--- src/rtl/ctrl_pkg.sv ---
// Shared definitions for the pipeline controller: exception codes,
// vector offsets, FSM state type and the exception vector lookup.
package ctrl_pkg;

    localparam logic [31:0] EXC_INT     = 32'h0000_0001;
    localparam logic [31:0] EXC_SYSCALL = 32'h0000_0008;
    localparam logic [31:0] EXC_RI      = 32'h0000_000a;
    localparam logic [31:0] EXC_OV      = 32'h0000_000c;
    localparam logic [31:0] EXC_ERET    = 32'h0000_000e;
    localparam logic [31:0] EXC_BREAK   = 32'h0000_000f;
    localparam logic [31:0] EXC_ADEL_I  = 32'h0000_0010;
    localparam logic [31:0] EXC_ADEL    = 32'h0000_0011;
    localparam logic [31:0] EXC_ADES    = 32'h0000_0012;

    localparam logic [11:0] VEC_INT = 12'h000;
    localparam logic [11:0] VEC_GEN = 12'h180;

    typedef enum logic {
        IDLE,
        HOLD
    } ctrl_state_e;

    typedef struct packed {
        logic        hit;
        logic [31:0] target;
    } exc_vec_t;

    // Map an exception code to its redirect target; hit=0 for none/unknown.
    function automatic exc_vec_t exc_lookup(input logic [31:0] code,
                                            input logic [19:0] ebase_hi,
                                            input logic [31:0] epc);
        exc_vec_t r;
        r = '0;
        case (code)
            EXC_INT: begin
                r.hit    = 1'b1;
                r.target = {ebase_hi, VEC_INT};
            end
            EXC_SYSCALL, EXC_RI, EXC_OV, EXC_BREAK,
            EXC_ADEL_I, EXC_ADEL, EXC_ADES: begin
                r.hit    = 1'b1;
                r.target = {ebase_hi, VEC_GEN};
            end
            EXC_ERET: begin
                r.hit    = 1'b1;
                r.target = epc;
            end
            default: r = '0;
        endcase
        return r;
    endfunction

endpackage

--- src/rtl/pipeline_ctrl_v2_if.sv ---
// Bus between the pipeline datapath and the pipeline controller.
interface pipeline_ctrl_v2_if #(
    parameter int unsigned NUM_STAGES = 6
);
    logic [31:0]           excepttype_i;
    logic [31:0]           cp0_epc_i;
    logic [31:0]           cp0_ebase_i;
    logic [NUM_STAGES-1:0] stallreq_i;
    logic [NUM_STAGES-1:0] stall;
    logic                  flush;
    logic [31:0]           new_pc;
    logic                  exc_busy_o;
    logic                  unknown_exc_o;
    logic                  stall_timeout_o;

    // Datapath side: raises requests, consumes stall/flush.
    modport master (
        output excepttype_i, cp0_epc_i, cp0_ebase_i, stallreq_i,
        input  stall, flush, new_pc, exc_busy_o, unknown_exc_o, stall_timeout_o
    );

    // Controller side.
    modport slave (
        input  excepttype_i, cp0_epc_i, cp0_ebase_i, stallreq_i,
        output stall, flush, new_pc, exc_busy_o, unknown_exc_o, stall_timeout_o
    );
endinterface

--- src/rtl/pipeline_ctrl_v2_watchdog.sv ---
// Stall watchdog: counts consecutive stalled, non-flushed cycles and emits
// a single registered pulse when the count reaches STALL_TIMEOUT.
module stall_watchdog #(
    parameter int unsigned STALL_TIMEOUT = 1023
) (
    input  logic clk,
    input  logic rst,
    input  logic stall_active,
    output logic timeout_pulse
);
    localparam logic [9:0] LIMIT = 10'(STALL_TIMEOUT);

    logic [9:0] cnt_q, cnt_d;
    logic       pulse_q, pulse_d;

    // Next count: clear when not stalling, saturate at the limit.
    always_comb begin
        cnt_d   = '0;
        pulse_d = 1'b0;
        if (stall_active && (LIMIT != '0)) begin
            if (cnt_q == LIMIT) begin
                cnt_d = cnt_q;
            end else begin
                cnt_d   = cnt_q + 10'd1;
                pulse_d = (cnt_d == LIMIT);
            end
        end
    end

    // Counter and pulse registers.
    always_ff @(posedge clk) begin
        if (rst) begin
            cnt_q   <= '0;
            pulse_q <= 1'b0;
        end else begin
            cnt_q   <= cnt_d;
            pulse_q <= pulse_d;
        end
    end

    assign timeout_pulse = pulse_q & ~rst;

endmodule

--- src/rtl/pipeline_ctrl_v2.sv ---
// Pipeline controller: exception redirect with optional flush hold,
// thermometer stall generation and a stall watchdog.
module pipeline_ctrl_v2
    import ctrl_pkg::*;
#(
    parameter int unsigned NUM_STAGES    = 6,
    parameter int unsigned FLUSH_HOLD    = 1,
    parameter int unsigned STALL_TIMEOUT = 1023
) (
    input  logic              clk,
    input  logic              rst,
    pipeline_ctrl_v2_if.slave bus
);
    ctrl_state_e           state_q, state_d;
    logic [3:0]            hold_q, hold_d;
    logic [31:0]           target_q, target_d;
    logic                  unknown_q, unknown_d;
    exc_vec_t              vec;
    logic [NUM_STAGES-1:0] therm;
    logic                  therm_seen;
    logic [NUM_STAGES-1:0] stall_c;
    logic                  flush_c;
    logic [31:0]           new_pc_c;
    logic                  busy_c;
    logic                  wd_pulse;

    assign vec = exc_lookup(bus.excepttype_i, bus.cp0_ebase_i[31:12], bus.cp0_epc_i);

    // Thermometer mask: every stage at or below the highest requester holds.
    always_comb begin
        therm      = '0;
        therm_seen = 1'b0;
        for (int unsigned i = 0; i < NUM_STAGES; i++) begin
            therm_seen                = therm_seen | bus.stallreq_i[NUM_STAGES-1-i];
            therm[NUM_STAGES-1-i]     = therm_seen;
        end
    end

    // Next state and combinational outputs; rst forces every output low.
    always_comb begin
        state_d   = state_q;
        hold_d    = hold_q;
        target_d  = target_q;
        unknown_d = 1'b0;
        stall_c   = '0;
        flush_c   = 1'b0;
        new_pc_c  = '0;
        busy_c    = 1'b0;
        if (!rst) begin
            case (state_q)
                HOLD: begin
                    flush_c  = 1'b1;
                    new_pc_c = target_q;
                    busy_c   = 1'b1;
                    if (hold_q == 4'd1) begin
                        state_d = IDLE;
                        hold_d  = '0;
                    end else begin
                        hold_d = hold_q - 4'd1;
                    end
                end
                default: begin
                    if (vec.hit) begin
                        flush_c  = 1'b1;
                        new_pc_c = vec.target;
                        target_d = vec.target;
                        if (FLUSH_HOLD != 0) begin
                            state_d = HOLD;
                            hold_d  = 4'(FLUSH_HOLD);
                        end
                    end else begin
                        stall_c   = therm;
                        unknown_d = (bus.excepttype_i != '0);
                    end
                end
            endcase
        end
    end

    // State, hold counter, latched target and unknown-code pulse.
    always_ff @(posedge clk) begin
        if (rst) begin
            state_q   <= IDLE;
            hold_q    <= '0;
            target_q  <= '0;
            unknown_q <= 1'b0;
        end else begin
            state_q   <= state_d;
            hold_q    <= hold_d;
            target_q  <= target_d;
            unknown_q <= unknown_d;
        end
    end

    stall_watchdog #(
        .STALL_TIMEOUT(STALL_TIMEOUT)
    ) u_watchdog (
        .clk          (clk),
        .rst          (rst),
        .stall_active ((stall_c != '0) && !flush_c),
        .timeout_pulse(wd_pulse)
    );

    assign bus.stall           = stall_c;
    assign bus.flush           = flush_c;
    assign bus.new_pc          = new_pc_c;
    assign bus.exc_busy_o      = busy_c;
    assign bus.unknown_exc_o   = unknown_q & ~rst;
    assign bus.stall_timeout_o = wd_pulse;

endmodule
--- src/flat_wrapper.sv ---
// flat-port wrapper written by rule: the top's interface ports become plain ports
module pipeline_ctrl_v2_flat import ctrl_pkg::*;
#(
    parameter int unsigned NUM_STAGES    = 6,
    parameter int unsigned FLUSH_HOLD    = 1,
    parameter int unsigned STALL_TIMEOUT = 1023
)
  (clk, rst, bus_excepttype_i, bus_cp0_epc_i, bus_cp0_ebase_i, bus_stallreq_i, bus_stall, bus_flush, bus_new_pc, bus_exc_busy_o, bus_unknown_exc_o, bus_stall_timeout_o);
  pipeline_ctrl_v2_if #(.NUM_STAGES(NUM_STAGES)) bus_i ();
  input  logic clk;
  input  logic rst;
  input wire logic [$bits(bus_i.excepttype_i)-1:0] bus_excepttype_i;
  input wire logic [$bits(bus_i.cp0_epc_i)-1:0] bus_cp0_epc_i;
  input wire logic [$bits(bus_i.cp0_ebase_i)-1:0] bus_cp0_ebase_i;
  input wire logic [$bits(bus_i.stallreq_i)-1:0] bus_stallreq_i;
  output wire logic [$bits(bus_i.stall)-1:0] bus_stall;
  output wire logic [$bits(bus_i.flush)-1:0] bus_flush;
  output wire logic [$bits(bus_i.new_pc)-1:0] bus_new_pc;
  output wire logic [$bits(bus_i.exc_busy_o)-1:0] bus_exc_busy_o;
  output wire logic [$bits(bus_i.unknown_exc_o)-1:0] bus_unknown_exc_o;
  output wire logic [$bits(bus_i.stall_timeout_o)-1:0] bus_stall_timeout_o;
  assign bus_i.excepttype_i = bus_excepttype_i;
  assign bus_i.cp0_epc_i = bus_cp0_epc_i;
  assign bus_i.cp0_ebase_i = bus_cp0_ebase_i;
  assign bus_i.stallreq_i = bus_stallreq_i;
  assign bus_stall = bus_i.stall;
  assign bus_flush = bus_i.flush;
  assign bus_new_pc = bus_i.new_pc;
  assign bus_exc_busy_o = bus_i.exc_busy_o;
  assign bus_unknown_exc_o = bus_i.unknown_exc_o;
  assign bus_stall_timeout_o = bus_i.stall_timeout_o;
  pipeline_ctrl_v2 #(.NUM_STAGES(NUM_STAGES), .FLUSH_HOLD(FLUSH_HOLD), .STALL_TIMEOUT(STALL_TIMEOUT)) u_core (.clk(clk), .rst(rst), .bus(bus_i));
endmodule
--- config.mk ---
export PLATFORM = sky130hd
export DESIGN_NAME = pipeline_ctrl_v2_flat
export DESIGN_NICKNAME = d
export VERILOG_FILES = /design/src/rtl/ctrl_pkg.sv /design/src/rtl/pipeline_ctrl_v2_if.sv /design/src/rtl/pipeline_ctrl_v2_watchdog.sv /design/src/rtl/pipeline_ctrl_v2.sv /design/src/flat_wrapper.sv
export SDC_FILE = /design/constraint.sdc
export NUM_CORES = 1
export LEC_CHECK = 0
export CAP_MARGIN = 15
export CORE_ASPECT_RATIO = 1.1
export CORE_MARGIN = 3
export CORE_UTILIZATION = 38
export CTS_CLUSTER_SIZE = 28
export DETAILED_ROUTE_END_ITERATION = 8
export MAX_ROUTING_LAYER = met4
export PLACE_DENSITY = 0.73
export SLEW_MARGIN = 20
export SYNTH_ARGS = -nofsm -noshare
export SYNTH_HDL_FRONTEND = slang
export SYNTH_HIERARCHICAL = 1
export SYNTH_SLANG_ARGS = --single-unit
--- constraint.sdc ---
create_clock -name clk -period 7.25 [get_ports clk]
set_clock_uncertainty 0.1 [all_clocks]
set_input_delay 0.725 -clock clk [delete_from_list [all_inputs] [get_ports clk]]
set_output_delay 0.725 -clock clk [all_outputs]
set_load 0.02 [all_outputs]
==> results of run 1 <==
## power breakdown
part | internal (mW) | total (mW) | switching (mW)
Combinational | 0.0557 | 0.0945 | 0.0388
Sequential | 0.270 | 0.270 | 0.000714
Clock | 0.0864 | 0.176 | 0.0898
## metal layers
metal / vias to the layer above / share of wire, % / global-route usage [%]
met3: 21 / 5.6 / 3.63
met4: 0 / 2.8 / 8.24
li1: 1636 / - / -
met1: 1587 / 40 / 23.8
met2: 118 / 52 / 37.3
met5: - / 0 / -
## critical path: stages
cell	delay (ns)
clkdlybuf4s50_1	0.42
nor4_2	0.31
nand4_2	0.24
or4_1	0.91
a31oi_1	0.35
a21o_1	0.14
clkdlybuf4s50_1	0.60
## state kept, by name, summed over array words and instances (netlist names)
register                   count
u_core/state_q                 1
u_core/unknown_q               1
u_core/u_watchdog/pulse_q      1
u_core/u_watchdog/cnt_q       10
u_core/hold_q                  4
u_core/target_q               32
## path summary, 6_finish.rpt
path                                         start                              endpoint  slack, ns  cells after the start
hold reg to reg   u_core/target_q[20]$_SDFFE_PP0P_      u_core/target_q[20]$_SDFFE_PP0P_       0.36                      1
hold / removal    u_core/target_q[20]$_SDFFE_PP0P_      u_core/target_q[20]$_SDFFE_PP0P_       0.36                      1
setup / recovery               bus_excepttype_i[9]                        bus_new_pc[18]       2.72                      7
setup reg to reg         u_core/state_q$_SDFF_PP0_  u_core/u_watchdog/pulse_q$_SDFF_PP0_       4.81                      6
## cell type report
class	instances	area, µm²
fill	699	3070
multi-input combinational	271	1890
timing repair buffer	140	1390
sequential	49	981
tap	105	131
clock buffer	7	96.3
inverter	10	37.5
clock inverter	1	5.00
## cells by family (layout without fill, tap and decap cells)
logic type,count (synthesis),after routing,share of synthesized area [%]
flops,49,49,32.4
compound gates,143,143,36.0
fa+ha+maj,4,4,1.65
buf+inv,42,158,6.16
simple gates,120,120,22.6
xor+xnor,4,4,1.16
## cells in the mapped netlist (5+ instances only)
library cell,number,area share [%]
buf_2,5,0.83
a31oi_1,25,5.2
nor4_1,7,1.4
nand2_1,26,3.2
a21o_1,38,9.4
dfxtp_1,49,32
nor3_1,9,1.5
a211oi_1,5,1.2
a32o_1,23,7.6
o21ai_0,8,1.3
o211ai_1,16,4.0
a21oi_1,11,1.8
nor2_1,21,2.6
clkbuf_1,24,3.0
inv_1,10,1.2
nor4_2,5,2.1
nand3b_1,5,1.2
nor2b_1,7,1.4
nand4_1,18,3.7
## stage by stage
step                      hold slack, ns  util (%)  worst slack [ns]  total power, mW  instance area [µm²]
after floorplan                    0.327         -              3.96            0.306                 3030
after global placement             0.334      58.1              2.56            0.370                 4410
after detailed placement           0.340      58.1              2.52            0.371                 4420
after CTS                          0.362      59.5              2.50            0.549                 4520
after global routing               0.380      59.6              2.47            0.565                 4530
final                              0.359      59.6              2.72            0.541                 4530
==> run summary, run 1 <==
Outcome -> completed
Critical path type -> input pin to output port
Via Count -> 3362
Unique masters post-synth -> 51
Core area -> 0.00760 mm²
Starting density of the core -> 39.8%
Fin crit period -> 4.53 ns
Syn Area/Cell -> 8.36 µm²
Power Dens Cells -> 119 mW/mm²
Layout Nets -> 585
Antenna-violating nets left -> 0
CP endpoint kind -> output port
Register area share after synthesis -> 32.4%
Setup bufs post-CTS -> 0
Worst hold path type -> flip-flop to flip-flop
Total CTS buffers -> 5
Mapped Cells -> 362
CTS tree -> done
Remaining DRCs -> 0
Commonest non-fill, non-tap cells in the layout -> clkdlybuf4s50_1 (133), dfxtp_1 (49), a21o_1 (38), nand2_1 (26), a31oi_1 (25)
Ant diodes -> 0
Vias per Instance -> 5.77
All-Layer GR Usage -> 21.1%
Final hold violation count -> 0
Vias in the first global route -> 3212
Hold Buf Count CTS -> 0
GRT Residual Overflow -> 0
Ys flop type -> dfxtp_1
Peak Freq -> 221 MHz
Leakage -> 1.72 nW
Setup violators final -> 0
CTS Buffer Depth -> 2
Max IR drop VDD -> 0.0680 mV
HPWL after DPL -> 7040 µm
WP data arrival -> 3.70 ns
Unrepaired setup endpoints after global routing -> false
Die W -> 91.1 µm
Max_cap viols -> 0
# H-tree levels -> 2
Setup TNS -> 0 ns
Slew headroom -> 25.4%
WL/cell -> 16.3 µm
Netlist Area Pre-Place -> 0.00303 mm²
Post-route clock period utilization -> 62.4%
Input/output buffers -> 133
Placed Instances -> 574
Worst Path Required -> 6.42 ns
Area grow syn2layout -> 49.6%
Worst Tran Pin Value -> 1.11 ns
FF+latch count, synth -> 49
Syn nets -> 470
Pin count of the biggest net entering global routing -> 39
Initial antenna violation count -> 0
Finished Layout Cells -> 583
Most common cell after layout, fill and taps aside -> clkdlybuf4s50_1
Post-CTS sizing -> 0
I/O Pins -> 146
Global-route wire length before repair -> 15300 µm
Root Driver -> clkbuf_8
Clock sink count -> 49
Layout cells sized above 1 -> 7.74%
Clock Latency Late Sink -> 0.30 ns
Detailed Routing Iterations Pass 1 -> 4
YS warnings -> 6
Routed WL -> 9490 µm
Max-slew violation count -> 0
Die Height -> 99.6 µm
DIE AREA -> 0.00907 mm²
Async S/R FF share, synth -> 0%
Cell Rows -> 33
Placer Congestion -> 0.926
Crit path launch type -> input pin
Reg clk slew, reported paths -> 0.08 ns
Drt initial violations -> 160
CP Max Fanout -> 22
EDFF count, synth -> 0
Note: power is estimated with default switching activity, not from simulation.
==> inputs of run 2 (changes only) <==
- clock period: 7.25 -> 4.2 ns (I/O delays scaled with it)
==> run summary, run 2 (same netlist as run 1, synthesis figures left out) <==
Routed WL -> 9390 µm (was 9490 µm)
Placer Congestion -> 0.912 (was 0.926)
Setup bufs post-CTS -> 0 (unchanged)
Post-CTS sizing -> 0 (unchanged)
Clock power frac -> 32.1% (was 32.6%)
# H-tree levels -> 2 (unchanged)
Peak Freq -> 271 MHz
Crit-path most repeated cell -> clkdlybuf4s50_1 (unchanged)
HPWL after DPL -> 6900 µm (was 7040 µm)
DIE AREA -> 0.00907 mm² (unchanged)
CTS tree -> done (unchanged)
Crit path cell chain -> clkdlybuf4s50_1, nor2b_1, o21a_1, or2_2, a31oi_1, o21ai_0, clkdlybuf4s50_1 (was clkdlybuf4s50_1, nor4_2, nand4_2, or4_1, a31oi_1, a21o_1, clkdlybuf4s50_1)
Crit. Startpoint -> bus_excepttype_i[0] (was bus_excepttype_i[9])
Switching portion of total power -> 26.4% (was 23.9%)
R2r endpoint -> u_core/u_watchdog/pulse_q$_SDFF_PP0_ (unchanged)
Worst Hold Margin -> 0.363 ns (was 0.359 ns)
Pin count of the biggest net entering global routing -> 43 (was 39)
Leakage -> 1.73 nW (was 1.72 nW)
All-Layer GR Usage -> 21.0% (was 21.1%)
Antenna-violating nets left -> 0 (unchanged)
Max FFs per register -> 32 (unchanged)
CP endpoint kind -> output port (unchanged)
Clock sink count -> 49 (unchanged)
Top flop regs -> u_core/target_q x32, u_core/u_watchdog/cnt_q x10, u_core/hold_q x4 (unchanged)
Most common cell after layout, fill and taps aside -> clkdlybuf4s50_1 (unchanged)
FF-to-FF setup slack -> 1.80 ns (was 4.81 ns)
Detailed Routing Iterations Pass 1 -> 4 (unchanged)
Initial antenna violation count -> 0 (unchanged)
Global-route wire length before repair -> 15300 µm (about the same)
Commonest non-fill, non-tap cells in the layout -> clkdlybuf4s50_1 (133), dfxtp_1 (49), a21o_1 (38), nand2_1 (26), a31oi_1 (25) (unchanged)
Crit path to -> bus_new_pc[22] (was bus_new_pc[18])
Logic pwr share -> 17.7% (was 17.5%)
CP Max Fanout -> 17 (was 22)
Core area -> 0.00760 mm² (unchanged)
Die W -> 91.1 µm (unchanged)
CP peak stage delay -> 0.71 ns (was 0.91 ns)
P_sw -> 246 µW (was 129 µW)
WP data arrival -> 3.16 ns (was 3.70 ns)
Worst Path Required -> 3.68 ns (was 6.42 ns)
Max_cap viols -> 0 (unchanged)
Remaining DRCs -> 0 (unchanged)
Area grow syn2layout -> 49.9% (was 49.6%)
Post-route clock period utilization -> 87.7%
Total CTS buffers -> 5 (unchanged)
Overall power -> 931 µW (was 541 µW)
Vias per Instance -> 5.63 (was 5.77)
Layout cells sized above 1 -> 8.11% (was 7.74%)
Die Height -> 99.6 µm (unchanged)
Crit path depth -> 7 (unchanged)
CP max stage cell -> clkdlybuf4s50_1 (was or4_1)
Ant diodes -> 0 (unchanged)
Via Count -> 3298 (was 3362)
Worst Tran Pin Value -> 0.662 ns (was 1.11 ns)
Worst hold path type -> flip-flop to flip-flop (unchanged)
GRT Residual Overflow -> 0 (unchanged)
FF-to-FF path depth -> 6 (unchanged)
Unrepaired setup endpoints after global routing -> false (unchanged)
Critical path's top delay family -> buffers and inverters (was simple AND/OR/NAND/NOR gates)
Sequential share of power -> 50.2% (was 50.0%)
Starting density of the core -> 39.8% (unchanged)
Max-slew violation count -> 0 (unchanged)
WL/cell -> 16.0 µm (was 16.3 µm)
WP buf/inv -> 2 (unchanged)
Setup violators final -> 0 (unchanged)
Layout Nets -> 588 (was 585)
Reg clk slew, reported paths -> 0.09 ns (was 0.08 ns)
Setup TNS -> 0 ns (unchanged)
I/O Pins -> 146 (unchanged)
Hold path depth -> 1 (unchanged)
Drt initial violations -> 157 (was 160)
Final hold violation count -> 0 (unchanged)
Max IR drop VDD -> 0.187 mV (was 0.0680 mV)
Root Driver -> clkbuf_8 (unchanged)
Cell Rows -> 33 (unchanged)
Crit path launch type -> input pin (unchanged)
Clock Latency Late Sink -> 0.31 ns (was 0.30 ns)
Input/output buffers -> 133 (unchanged)
R2R Path Start -> u_core/state_q$_SDFF_PP0_ (unchanged)
Vias in the first global route -> 3239 (was 3212)
CTS Buffer Depth -> 2 (unchanged)
Critical path type -> input pin to output port (unchanged)
Pint -> 685 µW (was 412 µW)
Most flop-heavy register -> u_core/target_q (unchanged)
Power Dens Cells -> 205 mW/mm² (was 119 mW/mm²)
Outcome -> completed (unchanged)
Hold Buf Count CTS -> 0 (unchanged)
Fin crit period -> 3.68 ns
Slew headroom -> 55.9% (was 25.4%)
run 2: worst min path at each step:
stage / from / endpoint / slack (ns)
after floorplan: u_core/target_q[7]$_SDFFE_PP0P_ / u_core/target_q[7]$_SDFFE_PP0P_ / 0.33
after global placement: u_core/target_q[8]$_SDFFE_PP0P_ / u_core/target_q[8]$_SDFFE_PP0P_ / 0.33
after detailed placement: u_core/target_q[30]$_SDFFE_PP0P_ / u_core/target_q[30]$_SDFFE_PP0P_ / 0.34
after CTS: u_core/target_q[30]$_SDFFE_PP0P_ / u_core/target_q[30]$_SDFFE_PP0P_ / 0.36
after global routing: u_core/target_q[17]$_SDFFE_PP0P_ / u_core/target_q[17]$_SDFFE_PP0P_ / 0.38
final: u_core/target_q[20]$_SDFFE_PP0P_ / u_core/target_q[20]$_SDFFE_PP0P_ / 0.36
run 2: power by group through the flow:
| stage | sequential (mW) | combinational (mW) | clock (mW) |
|---|---|---|---|
| 3_3_place_gp | 0.478 | 0.162 | 0 |
| 3_5_place_dp | 0.478 | 0.164 | 0 |
| 2_1_floorplan | 0.478 | 0.0503 | 0 |
| 4_1_cts | 0.467 | 0.165 | 0.305 |
| 5_1_grt | 0.468 | 0.176 | 0.328 |
| 6_report | 0.467 | 0.165 | 0.299 |
run 2: area by class of cell:
type	instances	area, µm²
flip-flops and latches	49	981
repair buffers	143	1410
well taps	105	131
multi-input cells	271	1890
clock inverters	3	26.3
fillers	709	3060
inverters	10	37.5
clock buffers	5	68.8
run 2: per-stage QoR:
step | instances | area (µm²) | util (%) | setup WS (ns)
after floorplan | 362 | 3030 | - | 1.48
after global placement | 578 | 4440 | 58.5 | 0.540
after detailed placement | 578 | 4440 | 58.5 | 0.534
after CTS | 586 | 4540 | 59.7 | 0.533
after global routing | 586 | 4540 | 59.7 | 0.297
final | 586 | 4540 | 59.7 | 0.516
run 2: layer usage:
layer,global-route usage (%),wire length (µm),share of wire [%]
met4,5.57,143,1.5
met3,4.31,471,5.0
met2,36.9,4810,51
met5,-,0,0
met1,24.3,3960,42
run 2: worst register-to-register path, cell delays in order, from the launching register on:
cell       delay, ns
dfxtp_1         0.50
or3_1           0.58
a31oi_1         0.23
nand2b_1        0.29
inv_1           0.16
nand4_1         0.10
a2111oi_0       0.34
